### src/rtl/mem_arbiter_pkg.sv
// Shared encodings for the memory arbiter: FSM states and granted-port select.
// Latency: n/a (constants and a pure helper function only).
// Backpressure: n/a.
package mem_arbiter_pkg;

   // FSM state encoding
   localparam logic [1:0] ST_IDLE   = 2'd0;
   localparam logic [1:0] ST_ACCESS = 2'd1;
   localparam logic [1:0] ST_RESP   = 2'd2;

   // Granted-port select encoding
   localparam logic SEL_FETCH = 1'b0;
   localparam logic SEL_DATA  = 1'b1;

   // Word accesses only: any nonzero byte offset is rejected.
   function automatic logic is_misaligned(input logic [31:0] addr);
      return addr[1:0] != 2'b00;
   endfunction

endpackage

### src/rtl/mem_arbiter_arb_prio2.sv
// 2-way priority picker: data wins unless fetch has been starved STARVE_LIMIT times.
// Latency: combinational.
// Backpressure: none; the caller only samples the grant when it is ready to arbitrate.
//   fetch_req/data_req : pending requests
//   starve_cnt         : consecutive data grants taken while fetch was pending
//   gnt_vld/gnt_sel    : some request is pending / which port wins (SEL_FETCH/SEL_DATA)
module arb_prio2
   import mem_arbiter_pkg::*;
#(
   parameter int unsigned STARVE_LIMIT = 4
) (
   input  logic       fetch_req,
   input  logic       data_req,
   input  logic [3:0] starve_cnt,
   output logic       gnt_vld,
   output logic       gnt_sel
);

   logic force_fetch;

   assign force_fetch = fetch_req && (starve_cnt == 4'(STARVE_LIMIT));
   assign gnt_vld     = fetch_req | data_req;
   assign gnt_sel     = (data_req && !force_fetch) ? SEL_DATA : SEL_FETCH;

endmodule

### src/rtl/mem_arbiter.sv
// Arbitrates a fetch port and a data port onto one byte-addressed single-port memory.
// Latency: ready WAIT_CYCLES+1 cycles after the sampling edge (1 cycle for misaligned requests).
// Backpressure: requesters hold req/addr/we/wdata until their ready pulse; the loser just waits.
//   clock, reset_n                                   : clock, async active-low reset
//   if_req/if_addr -> if_ready/if_rdata/if_err       : fetch port (read only)
//   dm_req/dm_we/dm_addr/dm_wdata -> dm_ready/...    : data port (load/store)
//   mem_address/mem_data_in/mem_read_write, mem_data_out : memory port (combinational read)
//   busy                                             : FSM not idle
module mem_arbiter
   import mem_arbiter_pkg::*;
#(
   parameter int unsigned WAIT_CYCLES  = 2,
   parameter int unsigned STARVE_LIMIT = 4
) (
   input  logic        clock,
   input  logic        reset_n,
   input  logic        if_req,
   input  logic [31:0] if_addr,
   output logic        if_ready,
   output logic [31:0] if_rdata,
   output logic        if_err,
   input  logic        dm_req,
   input  logic        dm_we,
   input  logic [31:0] dm_addr,
   input  logic [31:0] dm_wdata,
   output logic        dm_ready,
   output logic [31:0] dm_rdata,
   output logic        dm_err,
   output logic [31:0] mem_address,
   output logic [31:0] mem_data_in,
   output logic        mem_read_write,
   input  logic [31:0] mem_data_out,
   output logic        busy
);

   localparam logic [3:0] CNT_INIT = 4'(WAIT_CYCLES - 1);

   logic [1:0]  state_q, state_d;
   logic [3:0]  cnt_q, cnt_d;
   logic [3:0]  starve_q, starve_d;
   logic        sel_q, sel_d;
   logic        we_q, we_d;
   logic [31:0] addr_q, addr_d;
   logic [31:0] wdata_q, wdata_d;
   logic        err_q, err_d;
   logic [31:0] if_rdata_q, if_rdata_d;
   logic [31:0] dm_rdata_q, dm_rdata_d;

   logic gnt_vld, gnt_sel;
   logic in_access, in_resp, last_access;

   arb_prio2 #(.STARVE_LIMIT(STARVE_LIMIT)) u_arb (
      .fetch_req (if_req),
      .data_req  (dm_req),
      .starve_cnt(starve_q),
      .gnt_vld   (gnt_vld),
      .gnt_sel   (gnt_sel)
   );

   always_comb begin
      state_d    = state_q;
      cnt_d      = cnt_q;
      starve_d   = starve_q;
      sel_d      = sel_q;
      we_d       = we_q;
      addr_d     = addr_q;
      wdata_d    = wdata_q;
      err_d      = err_q;
      if_rdata_d = if_rdata_q;
      dm_rdata_d = dm_rdata_q;
      case (state_q)
         ST_IDLE: begin
            if (gnt_vld) begin
               sel_d = gnt_sel;
               if (gnt_sel == SEL_DATA) begin
                  addr_d  = dm_addr;
                  we_d    = dm_we;
                  wdata_d = dm_wdata;
               end else begin
                  addr_d  = if_addr;
                  we_d    = 1'b0;
                  wdata_d = '0;
               end
               // Only a data grant that overtakes a waiting fetch counts as starvation.
               starve_d = (gnt_sel == SEL_DATA && if_req) ? starve_q + 4'd1 : 4'd0;
               if (is_misaligned(addr_d)) begin
                  // Rejected without touching memory; answered straight from RESP.
                  err_d   = 1'b1;
                  cnt_d   = 4'd0;
                  state_d = ST_RESP;
               end else begin
                  err_d   = 1'b0;
                  cnt_d   = CNT_INIT;
                  state_d = ST_ACCESS;
               end
            end
         end
         ST_ACCESS: begin
            if (cnt_q == 4'd0) begin
               if (!we_q) begin
                  if (sel_q == SEL_DATA) dm_rdata_d = mem_data_out;
                  else                   if_rdata_d = mem_data_out;
               end
               state_d = ST_RESP;
            end else begin
               cnt_d = cnt_q - 4'd1;
            end
         end
         ST_RESP: begin
            err_d   = 1'b0;
            state_d = ST_IDLE;
         end
         default: state_d = ST_IDLE;
      endcase
   end

   always_ff @(posedge clock or negedge reset_n) begin
      if (!reset_n) begin
         state_q    <= ST_IDLE;
         cnt_q      <= 4'd0;
         starve_q   <= 4'd0;
         sel_q      <= SEL_FETCH;
         we_q       <= 1'b0;
         addr_q     <= '0;
         wdata_q    <= '0;
         err_q      <= 1'b0;
         if_rdata_q <= '0;
         dm_rdata_q <= '0;
      end else begin
         state_q    <= state_d;
         cnt_q      <= cnt_d;
         starve_q   <= starve_d;
         sel_q      <= sel_d;
         we_q       <= we_d;
         addr_q     <= addr_d;
         wdata_q    <= wdata_d;
         err_q      <= err_d;
         if_rdata_q <= if_rdata_d;
         dm_rdata_q <= dm_rdata_d;
      end
   end

   // Memory outputs are decoded from state so an async reset drops them at once.
   assign in_access   = (state_q == ST_ACCESS);
   assign in_resp     = (state_q == ST_RESP);
   assign last_access = in_access && (cnt_q == 4'd0);

   assign mem_address    = in_access ? addr_q : '0;
   assign mem_data_in    = (in_access && we_q) ? wdata_q : '0;
   // Single write strobe on the last access cycle: one write edge per store.
   assign mem_read_write = last_access && we_q;

   assign if_ready = in_resp && (sel_q == SEL_FETCH);
   assign dm_ready = in_resp && (sel_q == SEL_DATA);
   assign if_err   = if_ready && err_q;
   assign dm_err   = dm_ready && err_q;
   assign if_rdata = if_rdata_q;
   assign dm_rdata = dm_rdata_q;
   assign busy     = (state_q != ST_IDLE);

endmodule

### config.mk
export PLATFORM = sky130hd
export DESIGN_NAME = mem_arbiter
export DESIGN_NICKNAME = d
export VERILOG_FILES = /design/src/rtl/mem_arbiter_pkg.sv /design/src/rtl/mem_arbiter_arb_prio2.sv /design/src/rtl/mem_arbiter.sv
export SDC_FILE = /design/constraint.sdc
export NUM_CORES = 1
export LEC_CHECK = 0
export CELL_PAD_IN_SITES_DETAIL_PLACEMENT = 0
export CELL_PAD_IN_SITES_GLOBAL_PLACEMENT = 1
export CORE_MARGIN = 4
export CORE_UTILIZATION = 34
export DETAILED_ROUTE_END_ITERATION = 8
export HOLD_SLACK_MARGIN = 0.15
export PLACE_DENSITY_LB_ADDON = 0.1
export SKIP_CTS_REPAIR_TIMING = 1
export SLEW_MARGIN = 25
export SYNTH_ARGS = -nofsm -noshare
export SYNTH_HDL_FRONTEND = slang
export SYNTH_SLANG_ARGS = --single-unit
### constraint.sdc
create_clock -name clock -period 3.15 [get_ports clock]
set_input_delay 0.4725 -clock clock [delete_from_list [all_inputs] [get_ports clock]]
set_output_delay 0.4725 -clock clock [all_outputs]
set_load 0.005 [all_outputs]
==> results of run 1 <==
-- where the power goes --
part	switching (µW)	total, µW	internal (µW)
combinational	1290	3240	1940
clock	824	2030	1200
sequential	518	3210	2690
total	2640	8480	5840
-- layout make-up --
class | count | area (µm²) | share of cell area [%]
multi-input combinational | 414 | 2590 | 26.4
sequential | 141 | 3530 | 35.9
timing repair buffer | 281 | 2790 | 28.4
clock inverter | 14 | 159 | 1.62
inverter | 5 | 18.8 | 0.191
clock buffer | 18 | 439 | 4.47
tap | 229 | 287 | 2.92
-- through the flow --
step | cells | total power (µW)
after global placement | 1069 | 6430
final | 1102 | 8480
after detailed placement | 1069 | 6530
after floorplan | 605 | 4730
after CTS | 1101 | 8590
after global routing | 1102 | 9050
-- registers in the layout, summed over array words and instances, names as in the netlist --
register / flops
starve_q: 4
if_rdata: 32
we_q: 1
sel_q: 1
addr_q: 32
err_q: 1
state_q: 2
cnt_q: 4
wdata_q: 32
dm_rdata: 32
-- kinds of logic (layout without fill, tap and decap cells) --
| group | after synthesis | count (layout) | synth area share, % |
|---|---|---|---|
| AND/OR/NAND/NOR | 298 | 298 | 21.7 |
| flip-flops | 141 | 141 | 55.6 |
| multiplexers | 66 | 66 | 13.4 |
| buffers and inverters | 50 | 318 | 4.02 |
| AO/OA/AOI/OAI | 46 | 46 | 4.45 |
| adder cells (fa/ha/maj) | 4 | 4 | 0.788 |
-- layout by cell type, fill, tap and decap left out, types with 4 or more instances in the layout --
cell type | netlist | final
clkdlybuf4s50_1 | 0 | 265
o21ai_0 | 8 | 8
inv_1 | 5 | 5
ha_1 | 4 | 4
and3_1 | 32 | 32
clkinvlp_4 | 0 | 4
mux2_2 | 33 | 33
mux2_4 | 30 | 30
a31oi_1 | 32 | 32
inv_6 | 0 | 5
dfrtp_1 | 141 | 141
and2_1 | 35 | 34
clkbuf_16 | 0 | 17
nor2_1 | 40 | 39
nand3_1 | 39 | 39
nand2_1 | 139 | 139
buf_4 | 0 | 13
-- worst reg2reg max path: stages (launching register included) --
cell and delay [ps]:
dfrtp_1 370, inv_1 120, ha_1 180, or3b_4 420
or4_2 540, buf_4 340, mux2_4 390
-- how the worst min path moves through the flow --
stage	start	to	slack (ps)	depth (start not counted)
final	wdata_q[12]	wdata_q[12]	460	2
after CTS	reset_n	if_rdata[2]	90	1
after global routing	wdata_q[1]	wdata_q[1]	480	2
after floorplan	reset_n	addr_q[0]	180	0
after detailed placement	wdata_q[12]	wdata_q[12]	450	2
after global placement	wdata_q[9]	wdata_q[9]	440	2
-- per-layer routing --
layer | wire [µm] | global-route usage (%) | vias up
li1 | - | - | 2545
met1 | 8000 | 21.7 | 2545
met2 | 8540 | 27.6 | 196
met3 | 1330 | 5.32 | 21
met4 | 340 | 6.48 | 0
met5 | 0 | 0 | -
==> flow_summary.toml, run 1 <==
[hold_path]
hold_path_class = "register to register"

[final_layout]
nets = 997
drive_gt1_share_pct = 13.5
syn_to_final_growth_pct = 54.6
final_util_pct = 54.1
n_fill_cell = 1591
num_antenna_cells = 0
final_area_um2 = 9820

[clock_tree]
insertion_delay_ps = 410
clock_sinks = 141
clockBufferDepth = 2
cts_tree = "done"
cts_buffers = 17
cts_max_level = 4
clk_pin_slew_ps = 60
clock-root-buffer = "clkbuf_16"

[logic_synthesis]
synth_common_cells = "dfrtp_1, nand2_1, nor2_1"
synth_area_um2 = 6350
synth_area_leaders = "dfrtp_1, nand2_1, mux2_4"
synth_top_cell_area_share_pct = 55.6
avgSynthCellArea_um2 = 10.5
yosysSeqAreaShare_pct = 55.6
async_flop_share_pct = 100
ys_types = 33
synth-edff-count = 0
synth_warnings = 0
ys_seq_elements = 141
synth_nets = 742
ys.flop_type = "dfrtp_1"
synthCells = 605
synth_top_cell_by_area = "dfrtp_1"
synth_most_common_cell = "dfrtp_1"

[setup_path]
worstReg2RegStart = "cnt_q[0]"
crit_start = "state_q[1]"
path_max_fanout = 24
rr_worst_depth = 6
crit_arrival_ps = 2370
endpoint_kind = "output port"
cp.depth = 4
critPathTopFamily = "buffers and inverters"
reg2reg_to = "dm_rdata[1]"
start_kind = "register"
worstPathCellList = "nor2b_4 -> buf_4 -> and3_1 -> clkdlybuf4s50_1"
critPathRequiredTime_ps = 2680
r2r_slack_ps = 670
path_class = "register to output port"
critPathBufInv = 2
critical_path.max_stage_delay_ps = 520
endpoint = "mem_data_in[23]"
slowest_stage = "clkdlybuf4s50_1"

[timing]
finalSetupViolations = 0
fin_crit_sh_pct = 90.2
hold_viol_final = 0
fin_hold_ws_ps = 460
skew_ps = 8.64
finalMaxSlewViolations = 0
period_minus_slack_ps = 2840
worst_slew_pin_slew_ps = 1020
slew-limit-headroom_pct = 31.8
grt_setup_unrepaired = "no"
setup_tns_ps = 0
max_freq_mhz = 352
fin_ws_ps = 308

[global_route]
grt_pass1_vias = 5465
grt_max_degree = 77
grt_antenna_before_repair = 0
overflow = 0
grt_first_pass_wirelength_um = 28000
grtUsageTotal_pct = 17.1

[detailed_routing]
dr.pass1.iters = 4
wl_per_cell_um = 16.5
viasPerCell = 4.82
ant_nets = 0
dr_total_vias = 5307
drc_errors = 0
wirelength_um = 18200
first_iter_violations = 185

[placed_design]
place.gp.congestion = 0.801
io_buffers = 266
dp_hpwl_um = 13000
post_dp_cell_area_um2 = 9210
pre_cts_ws_ps = 663

[floorplanning]
die_x_um = 145
start_util_pct = 35.0
core_area_um2 = 18100
fp.dieH_um = 145
die_area_um2 = 20900
rows = 49
num_io_pins = 267

[flow_run]
maxCapViolCount = 0

[power]
power_density_nw_per_um2 = 864
p_leak_uw = 0.00447
irDropWorstVdd_v = 0.000425

[run_status]
status = "complete, no violations"
(Power assumes the default switching activity.)
==> run 2, diff against run 1 <==
ABC_CLOCK_PERIOD_IN_PS = 3150   (was default)
==> results of run 2 <==
Final layout, timing and power as in run 1 (identical DEF).
